<file path="src/rtl/pc_fetch_gen_pkg.sv">
// Shared types and helpers for the fetch PC generator.
// Holds the FSM state enumeration and the instruction-size to shift helper.
package pc_fetch_gen_pkg;

  typedef enum logic {
    BOOT = 1'b0,
    RUN  = 1'b1
  } fetch_state_t;

  // Number of PC low bits that must be zero for an INST_BYTES-aligned address.
  function automatic int inst_shift(input int inst_bytes);
    return $clog2(inst_bytes);
  endfunction

endpackage

</file>
<file path="src/rtl/pc_redir_arb.sv">
// Fixed-priority redirect arbiter: the lowest-index asserted channel wins.
module pc_redir_arb #(
  parameter int NRED   = 2,
  parameter int ADDR_W = 32,
  parameter int IDX_W  = (NRED > 1) ? $clog2(NRED) : 1
) (
  input  logic [NRED-1:0]        i_valid,
  input  logic [NRED*ADDR_W-1:0] i_addr,
  output logic                   o_valid,
  output logic [IDX_W-1:0]       o_idx,
  output logic [ADDR_W-1:0]      o_addr
);

  // Walk from the highest index down so the lowest asserted channel is written last.
  always_comb begin
    o_valid = 1'b0;
    o_idx   = '0;
    o_addr  = '0;
    for (int i = NRED - 1; i >= 0; i--) begin
      if (i_valid[i]) begin
        o_valid = 1'b1;
        o_idx   = IDX_W'(i);
        o_addr  = i_addr[i*ADDR_W +: ADDR_W];
      end
    end
  end

endmodule

</file>
<file path="src/rtl/pc_fetch_gen.sv">
// Stage-0 fetch PC generator: sequential advance, prioritised redirects with a
// one-entry pending buffer, alignment check and a saturating accepted-fetch counter.
module pc_fetch_gen
  import pc_fetch_gen_pkg::*;
#(
  parameter int                ADDR_W     = 32,
  parameter int                INST_BYTES = 4,
  parameter int                NRED       = 2,
  parameter logic [ADDR_W-1:0] RESET_PC   = '0,
  parameter int                CNT_W      = 16
) (
  input  logic                   clk,
  input  logic                   rst,
  input  logic                   i_stall,
  input  logic [NRED-1:0]        i_redir_valid,
  input  logic [NRED*ADDR_W-1:0] i_redir_addr,
  input  logic                   i_req_ready,
  output logic [ADDR_W-1:0]      o_pc,
  output logic                   o_ce,
  output logic                   o_req_valid,
  output logic                   o_redir_pend,
  output logic                   o_misalign,
  output logic [CNT_W-1:0]       o_fetch_cnt
);

  localparam int                IDX_W    = (NRED > 1) ? $clog2(NRED) : 1;
  localparam int                SH       = inst_shift(INST_BYTES);
  localparam logic [ADDR_W-1:0] LOW_MASK = ADDR_W'((1 << SH) - 1);
  localparam logic [ADDR_W-1:0] STEP     = ADDR_W'(INST_BYTES);

  fetch_state_t      r_state, w_state_nxt;
  logic [ADDR_W-1:0] r_pc;
  logic              r_pend;
  logic [ADDR_W-1:0] r_pend_addr;
  logic              r_misalign;
  logic [CNT_W-1:0]  r_cnt;

  logic              w_live_vld;
  logic [IDX_W-1:0]  w_unused_idx;
  logic [ADDR_W-1:0] w_live_addr;
  logic              w_adv;
  logic              w_use_redir;
  logic [ADDR_W-1:0] w_raw_tgt;
  logic [ADDR_W-1:0] w_next_pc;

  pc_redir_arb #(
    .NRED   (NRED),
    .ADDR_W (ADDR_W),
    .IDX_W  (IDX_W)
  ) u_arb (
    .i_valid (i_redir_valid),
    .i_addr  (i_redir_addr),
    .o_valid (w_live_vld),
    .o_idx   (w_unused_idx),
    .o_addr  (w_live_addr)
  );

  always_ff @(posedge clk) begin
    if (rst) r_state <= BOOT;
    else     r_state <= w_state_nxt;
  end

  always_comb begin
    w_state_nxt = r_state;
    case (r_state)
      BOOT: w_state_nxt = RUN;
      RUN:  w_state_nxt = RUN;
    endcase
  end

  assign o_ce        = (r_state == RUN);
  assign o_req_valid = o_ce;
  assign w_adv       = o_ce && i_req_ready && !i_stall;

  // A live redirect beats the buffered one; the buffer beats sequential fetch.
  assign w_use_redir = w_live_vld || r_pend;
  assign w_raw_tgt   = w_live_vld ? w_live_addr : r_pend_addr;
  assign w_next_pc   = w_use_redir ? (w_raw_tgt & ~LOW_MASK) : (r_pc + STEP);

  always_ff @(posedge clk) begin
    if (rst) begin
      r_pc        <= RESET_PC;
      r_pend      <= 1'b0;
      r_pend_addr <= '0;
      r_misalign  <= 1'b0;
      r_cnt       <= '0;
    end else begin
      r_misalign <= w_adv && w_use_redir && |(w_raw_tgt & LOW_MASK);
      if (w_adv) begin
        r_pc   <= w_next_pc;
        // Whatever was buffered is either consumed here or superseded by a live redirect.
        r_pend <= 1'b0;
        if (r_cnt != {CNT_W{1'b1}}) r_cnt <= r_cnt + 1'b1;
      end else if (w_live_vld) begin
        r_pend      <= 1'b1;
        r_pend_addr <= w_live_addr;
      end
    end
  end

  assign o_pc         = r_pc;
  assign o_redir_pend = r_pend;
  assign o_misalign   = r_misalign;
  assign o_fetch_cnt  = r_cnt;

endmodule

</file>
<file path="config.mk">
export PLATFORM = sky130hd
export DESIGN_NAME = pc_fetch_gen
export DESIGN_NICKNAME = d
export VERILOG_FILES = /design/src/rtl/pc_fetch_gen_pkg.sv /design/src/rtl/pc_redir_arb.sv /design/src/rtl/pc_fetch_gen.sv
export SDC_FILE = /design/constraint.sdc
export NUM_CORES = 1
export LEC_CHECK = 0
export ABC_AREA = 1
export CAP_MARGIN = 20
export CORE_MARGIN = 3
export CORE_UTILIZATION = 45
export CTS_BUF_LIST = sky130_fd_sc_hd__clkbuf_4 sky130_fd_sc_hd__clkbuf_8
export CTS_CLUSTER_SIZE = 14
export DETAILED_ROUTE_END_ITERATION = 6
export GPL_TIMING_DRIVEN = 0
export PLACE_DENSITY = 0.85
export SYNTH_ARGS = -nofsm -noshare
export SYNTH_HDL_FRONTEND = slang
export SYNTH_SLANG_ARGS = --single-unit
export TNS_END_PERCENT = 1
</file>
<file path="constraint.sdc">
create_clock -name clk -period 2 [get_ports clk]
set_clock_uncertainty 0.1 [all_clocks]
set_input_delay 0.6 -clock clk [delete_from_list [all_inputs] [get_ports clk]]
set_output_delay 0.6 -clock clk [all_outputs]
set_load 0.01 [all_outputs]
</file>
# Yosys cells after proc, flatten, opt, wreduce, memory -nomap -nowiden
# Index checks and enable logic that the tools add are counted.
[totals]
regBits = 83
[classes]
mux = 7
eq_ne = 1
n_reduce_logical = 9
addsub = 2
[ops]
columns = ["cell", "count"]
rows = [
  ["2-to-1 mux 32 bit", 4],
  ["adder 32 x 3 -> 32 bit (second input constant)", 1],
  ["adder 16 x 1 -> 16 bit (second input constant)", 1],
  ["!= test 16 bit (second input constant)", 1],
  ["logical AND 1 bit", 4],
  ["OR reduction 2 bit", 2],
  ["2-to-1 mux 1 bit", 3],
  ["AND reduction 2 bit", 1],
  ["logical NOT 1 bit", 1],
  ["logical OR 1 bit", 1],
]

# Logic depth before layout (Yosys ltp)
[depth]
depth_word = 5
ltp_mapped = 10
depth_no_buf = 10

# Modules after synthesis
# From an unflattened synthesis, not the netlist that was laid out.
[hier_totals]
hier_cells = 860
hier_area_um2 = 5449.0
[by_module_without_submodules]
columns = ["mod", "n_inst", "seq_area_each_um2", "cells_per_inst", "area_each_um2"]
rows = [
  ["pc_fetch_gen", 1, 1621.6, 749, 4717.0],
  ["pc_redir_arb", 1, 0.0, 111, 732.0],
]

# Worst setup path after synthesis
# OpenSTA, ideal clock, no wires.
[synth_path]
path_type = "reg-to-reg"
from = "register r_cnt[1], in the netlist o_fetch_cnt[1]"
to = "register r_cnt[10], in the netlist o_fetch_cnt[10]"
stages_incl_launch_ff = 10
setup_ns = 0.135
arrival_ns = 1.472
required_time_ns = 1.765
setup_slack_ns = 0.293
path_cell_list = "dfxtp_1 > ha_1 > nand3_1 > nor2_2 > nand3_2 > nand2_4 > inv_2 > buf_6 > nand2_1 > a21oi_2"
[synth_between]
elab_chain_len = 2
word_cells_on_any_way = 3
cone_classes = "add/sub: 1; eq/ne: 1; reduce/logical: 1"
[synth_rtl]
columns = ["element", "line", "text"]
rows = [
  ["from (decl)", "pc_fetch_gen.sv:36", "logic [CNT_W-1:0] r_cnt;"],
  ["from (signal assigned)", "pc_fetch_gen.sv:93", "if (r_cnt != {CNT_W{1'b1}}) r_cnt <= r_cnt + 1'b1;"],
  ["parallel branches: the longest is 2 deep, another holds adder 16 x 1 -> 16 bit", "-", ""],
]
# Several ways; the timed one is not identified.
# A chain may end at the register's enable or synchronous reset.

# Final worst setup path
[layout_path]
from = "input port i_req_ready"
to = "register r_pc[17], in the netlist o_pc[17]"
[layout_between]
elab_chain_len = 2
[layout_rtl]
columns = ["element", "line", "text"]
rows = [
  ["from (decl)", "pc_fetch_gen.sv:17", "input logic i_req_ready,"],
  ["logical AND 1 bit (2 in a row)", "pc_fetch_gen.sv:73", "assign w_adv = o_ce && i_req_ready && !i_stall;"],
  ["to (signal assigned)", "pc_fetch_gen.sv:90", "r_pc <= w_next_pc;"],
  ["to (decl)", "pc_fetch_gen.sv:32", "logic [ADDR_W-1:0] r_pc;"],
]
# No other way between the ends.

==> parameters.txt <==
Parameter                              Value

Run status
  Outcome ... complete, no violations

Setup path
  Critical path cell sequence ... clkdlybuf4s50_1 -> nand2_1 -> nor2_4 -> nand2_4 -> buf_4 -> buf_4 -> a21oi_2 -> o21ai_0 -> nand2_1
  Worst reg2reg path endpoint ... o_pc[24]
  Cell type of the slowest stage on the worst timing path ... sky130_fd_sc_hd__clkdlybuf4s50_1
  Internal reg-to-reg setup slack ... 150 ps
  Arr. time, crit path ... 2160 ps
  Dominant delay contributor by cell family on the critical path ... buffers and inverters
  Buf+Inv Stages, Crit Path ... 3
  Crit path max fanout ... 10
  Launching point of the worst reg2reg path ... o_pc[2]
  Critical Path Sink Type ... flop
  Kind of start point of the critical path ... input pin
  Critical path startpoint ... i_req_ready
  R2R depth ... 10
  Max stage delay on crit path ... 460 ps
  Required time at the worst-slack endpoint ... 2200 ps
  Path type of the worst setup path ... in2reg

Timing
  Remaining max-slew budget at the tightest pin ... 59.90%
  Post-route fraction of the period consumed by the critical path ... 97.73%
  Total count of hold-check failures in the final report ... 0
  Tmin final ... 1955 ps
  Total setup violations reported at the end of the flow ... 0
  Timing-limited maximum frequency ... 511.6 MHz
  Count of final max-slew check failures ... 0
  Final WS setup ... 45.45 ps
  Slew at the pin with the worst max-slew slack ... 601.6 ps
  Unrepaired setup endpoints after global routing ... true

Global route
  Total global routing track utilization ... 24.48%
  Total grt overflow ... 0
  Wire length of the first global-routing pass ... 23.03 mm
  Vias in the first global route ... 4797
  Number of antenna violations at the first check in global routing ... 0
  Largest net degree at the start of global routing ... 14

Clock tree
  CTS sink cnt ... 81
  Clock latency reported for the late side of the worst-skew pair ... 360 ps
  TritonCTS Buffers ... 9
  Root Buffer ... sky130_fd_sc_hd__clkbuf_8
  CTS clock-pin slew for the worst setup and hold paths ... 90 ps
  CTS HTree Levels ... 3
  Clock tree from TritonCTS ... done
  Maximum count of clock buffers along a single path ... 2

Floorplan
  Die outline area ... 0.01172 mm²
  Starting density of the core ... 47.26%
  Die Height ... 108.2 µm
  Number of I/O pins ... 122
  Std-Cell Rows ... 36
  Area of the core ... 0.009955 mm²
  Die width ... 108.2 µm

Job
  Max-cap violations ... 0

Cells and area
  Ratio of cells with drive above 1 in the final layout ... 12.67%
  Fill count ... 913
  Number of nets in the final layout ... 944
  Growth of design area from synthesis to finish ... 35.43%
  Utilization of the core after routing ... 64.00%
  Final instance area ... 0.006371 mm²
  ANT cells ... 0

Detailed routing
  DRC violations left ... 0
  Post-detailed-route via-to-cell ratio ... 5.194
  Initial drt markers ... 429
  Mean routed wirelength per cell ... 14.18 µm
  Number of search-and-repair iterations in the first detailed-routing pass ... 5
  Routed met3 length ... 1.295 mm
  Count of nets left with antenna violations after detail routing ... 0
  Met1 WL ... 5.948 mm
  Met2 wire length ... 6.778 mm
  Via count ... 5241
  Wirelength, routed ... 14.31 mm
  Uppermost routed layer ... met4

Pwr
  Static leakage ... 2.821 nW
  Maximum ir drop on the vdd rail ... 385.1 µV
  PwrDens ... 553.6 mW/mm²

Synth
  Synthesized netlist cell count ... 741
  Synthesized cell area ... 0.004705 mm²
  Mean Syn Cell Area ... 6.349 µm²
  Sequential share of the synthesized area ... 34.47%
  Number of different library cells in the post-synthesis netlist ... 38
  Count of warnings emitted by yosys ... 0
  Post-synthesis sequential element count ... 81

Hold path
  WHS Endpoint ... r_pend_addr[26]
  Beginning of the worst hold path ... r_pend_addr[26]
  Class of the tightest hold or removal check ... reg2reg
  Number of stages on the worst hold path ... 2

Placed design
  GPL Wtd Cong ... 0.9494
  Dpl ws ... -626.6 ps
  Area after detailed placement ... 0.006056 mm²
  Number of input and output port buffers inserted ... 118
  HPWL after detailed placement ... 10.67 mm
-- per-stage QoR --
stage / hold WS, ps / power [mW] / cells / TNS, ps
2_1_floorplan: 344.4 / 2.043 / 742 / 0
3_3_place_gp: 355.1 / 2.316 / 993 / -28300
3_5_place_dp: 365.7 / 2.328 / 993 / -29740
4_1_cts: 376.4 / 3.508 / 1008 / -200.6
5_1_grt: 405.3 / 3.667 / 1009 / -136.4
6_report: 375.7 / 3.527 / 1009 / 0
-- timing repair --
| item | CTS | global route |
|---|---|---|
| gates resized for setup | 71 | 48 |
| hold buffers | 0 | 0 |
| pin swaps | 0 | 2 |
| setup buffers | 0 | 1 |
| setup endpoints to repair | 92 | 81 |
-- power by group --
part           total [mW]  internal, mW  switching, mW
clock network        1.22         0.585          0.636
registers            1.73          1.69         0.0476
logic               0.572         0.274          0.298
-- placed cells by master, fill, tap and decap left out, drive strengths merged, types with 2 or more instances in the layout --
cell           count
buf               22
o22ai             15
conb               2
dlymetal6s2s      17
clkinv             2
o21ai             69
dlygate4sd2       31
o221ai             2
and2               2
nand3             34
clkbuf            20
clkdlybuf4s50     69
nand2            220
xor2              10
a21oi             30
dfxtp             81
nor2              94
nand4              8
inv               97
nor3               8
o211ai            19
a22oi             14
ha                 2
-- worst reg2reg max path, delay by kind of cell, from the launching register on --
| family | cells | cell delay (ps) |
|---|---|---|
| adders and majority gates | 1 | 230 |
| DFF | 1 | 420 |
| and+or+nand+nor | 8 | 900 |
| AOI/OAI and AO/OA | 1 | 110 |
-- registers in the layout (all words and copies together), names as in the netlist --
register	count
o_ce	1
o_fetch_cnt	16
o_misalign	1
o_pc	30
o_redir_pend	1
r_pend_addr	32
-- cells by family after synthesis --
logic type | share of synthesized area (%)
compound gates | 18.78
xor+xnor | 2.048
fa+ha+maj | 0.5318
buf+inv | 11.38
flops | 34.47
other cells | 0.07971
simple gates | 32.71
-- layout make-up --
type / instances / area (µm²) / area share [%]
sequential: 81 / 1660 / 26.06
multi-input combinational: 535 / 2601 / 40.83
inverter: 96 / 360.3 / 5.656
clock buffer: 10 / 131.4 / 2.062
buffer: 30 / 205.2 / 3.221
tap: 133 / 166.4 / 2.612
clock inverter: 5 / 56.30 / 0.8837
timing repair buffer: 119 / 1190 / 18.68
-- worst max-delay path by stage --
stage	endpoint	slack [ps]	cells past startpoint
floorplan	o_fetch_cnt[10]	290	9
CTS	o_pc[17]	-70	9
global route	o_pc[30]	-30	9
global placement	r_pend_addr[0]	-610	7
finish	o_pc[17]	50	9
detailed placement	r_pend_addr[0]	-630	7
-- layer usage --
metal  vias up  track usage [%]
li1       2648                -
met1      2313            31.48
met2       247            40.81
met3        33            5.552
met4         0            7.665
met5         -                0
-- cell usage after synthesis --
library cell | number | area (µm²)
sky130_fd_sc_hd__nand2_1 | 216 | 810.8
sky130_fd_sc_hd__inv_1 | 91 | 341.6
sky130_fd_sc_hd__nor2_1 | 87 | 326.6
sky130_fd_sc_hd__dfxtp_1 | 81 | 1622
sky130_fd_sc_hd__o21ai_0 | 65 | 325.3
sky130_fd_sc_hd__nand3_1 | 33 | 165.2
sky130_fd_sc_hd__a21oi_1 | 26 | 130.1
sky130_fd_sc_hd__o211ai_1 | 19 | 142.6
sky130_fd_sc_hd__o22ai_1 | 15 | 93.84
sky130_fd_sc_hd__a22oi_1 | 14 | 105.1
sky130_fd_sc_hd__buf_2 | 10 | 50.05
sky130_fd_sc_hd__xor2_1 | 10 | 87.58
sky130_fd_sc_hd__nand4_1 | 8 | 50.05
sky130_fd_sc_hd__buf_4 | 7 | 52.55
sky130_fd_sc_hd__clkbuf_1 | 7 | 26.28
sky130_fd_sc_hd__nor3_1 | 6 | 30.03
sky130_fd_sc_hd__inv_2 | 5 | 18.77
sky130_fd_sc_hd__a21oi_2 | 4 | 35.03
sky130_fd_sc_hd__buf_1 | 4 | 15.01
sky130_fd_sc_hd__nor2_4 | 4 | 45.04
sky130_fd_sc_hd__o21ai_1 | 4 | 20.02
sky130_fd_sc_hd__nand2_2 | 3 | 18.77
sky130_fd_sc_hd__nor2_2 | 3 | 18.77
sky130_fd_sc_hd__and2_1 | 2 | 12.51
sky130_fd_sc_hd__ha_1 | 2 | 25.02
sky130_fd_sc_hd__nor3_2 | 2 | 20.02
sky130_fd_sc_hd__o221ai_1 | 2 | 17.52
sky130_fd_sc_hd__a31oi_1 | 1 | 6.260
sky130_fd_sc_hd__and3_1 | 1 | 6.260
sky130_fd_sc_hd__buf_12 | 1 | 20.02
sky130_fd_sc_hd__buf_6 | 1 | 11.26
sky130_fd_sc_hd__conb_1 | 1 | 3.750
sky130_fd_sc_hd__nand2_4 | 1 | 11.26
sky130_fd_sc_hd__nand3_2 | 1 | 10.01
sky130_fd_sc_hd__nand3b_1 | 1 | 7.510
sky130_fd_sc_hd__o21bai_1 | 1 | 7.510
sky130_fd_sc_hd__or2_2 | 1 | 6.260
sky130_fd_sc_hd__xnor2_1 | 1 | 8.760
No activity file was read; power rests on OpenSTA's default activity.
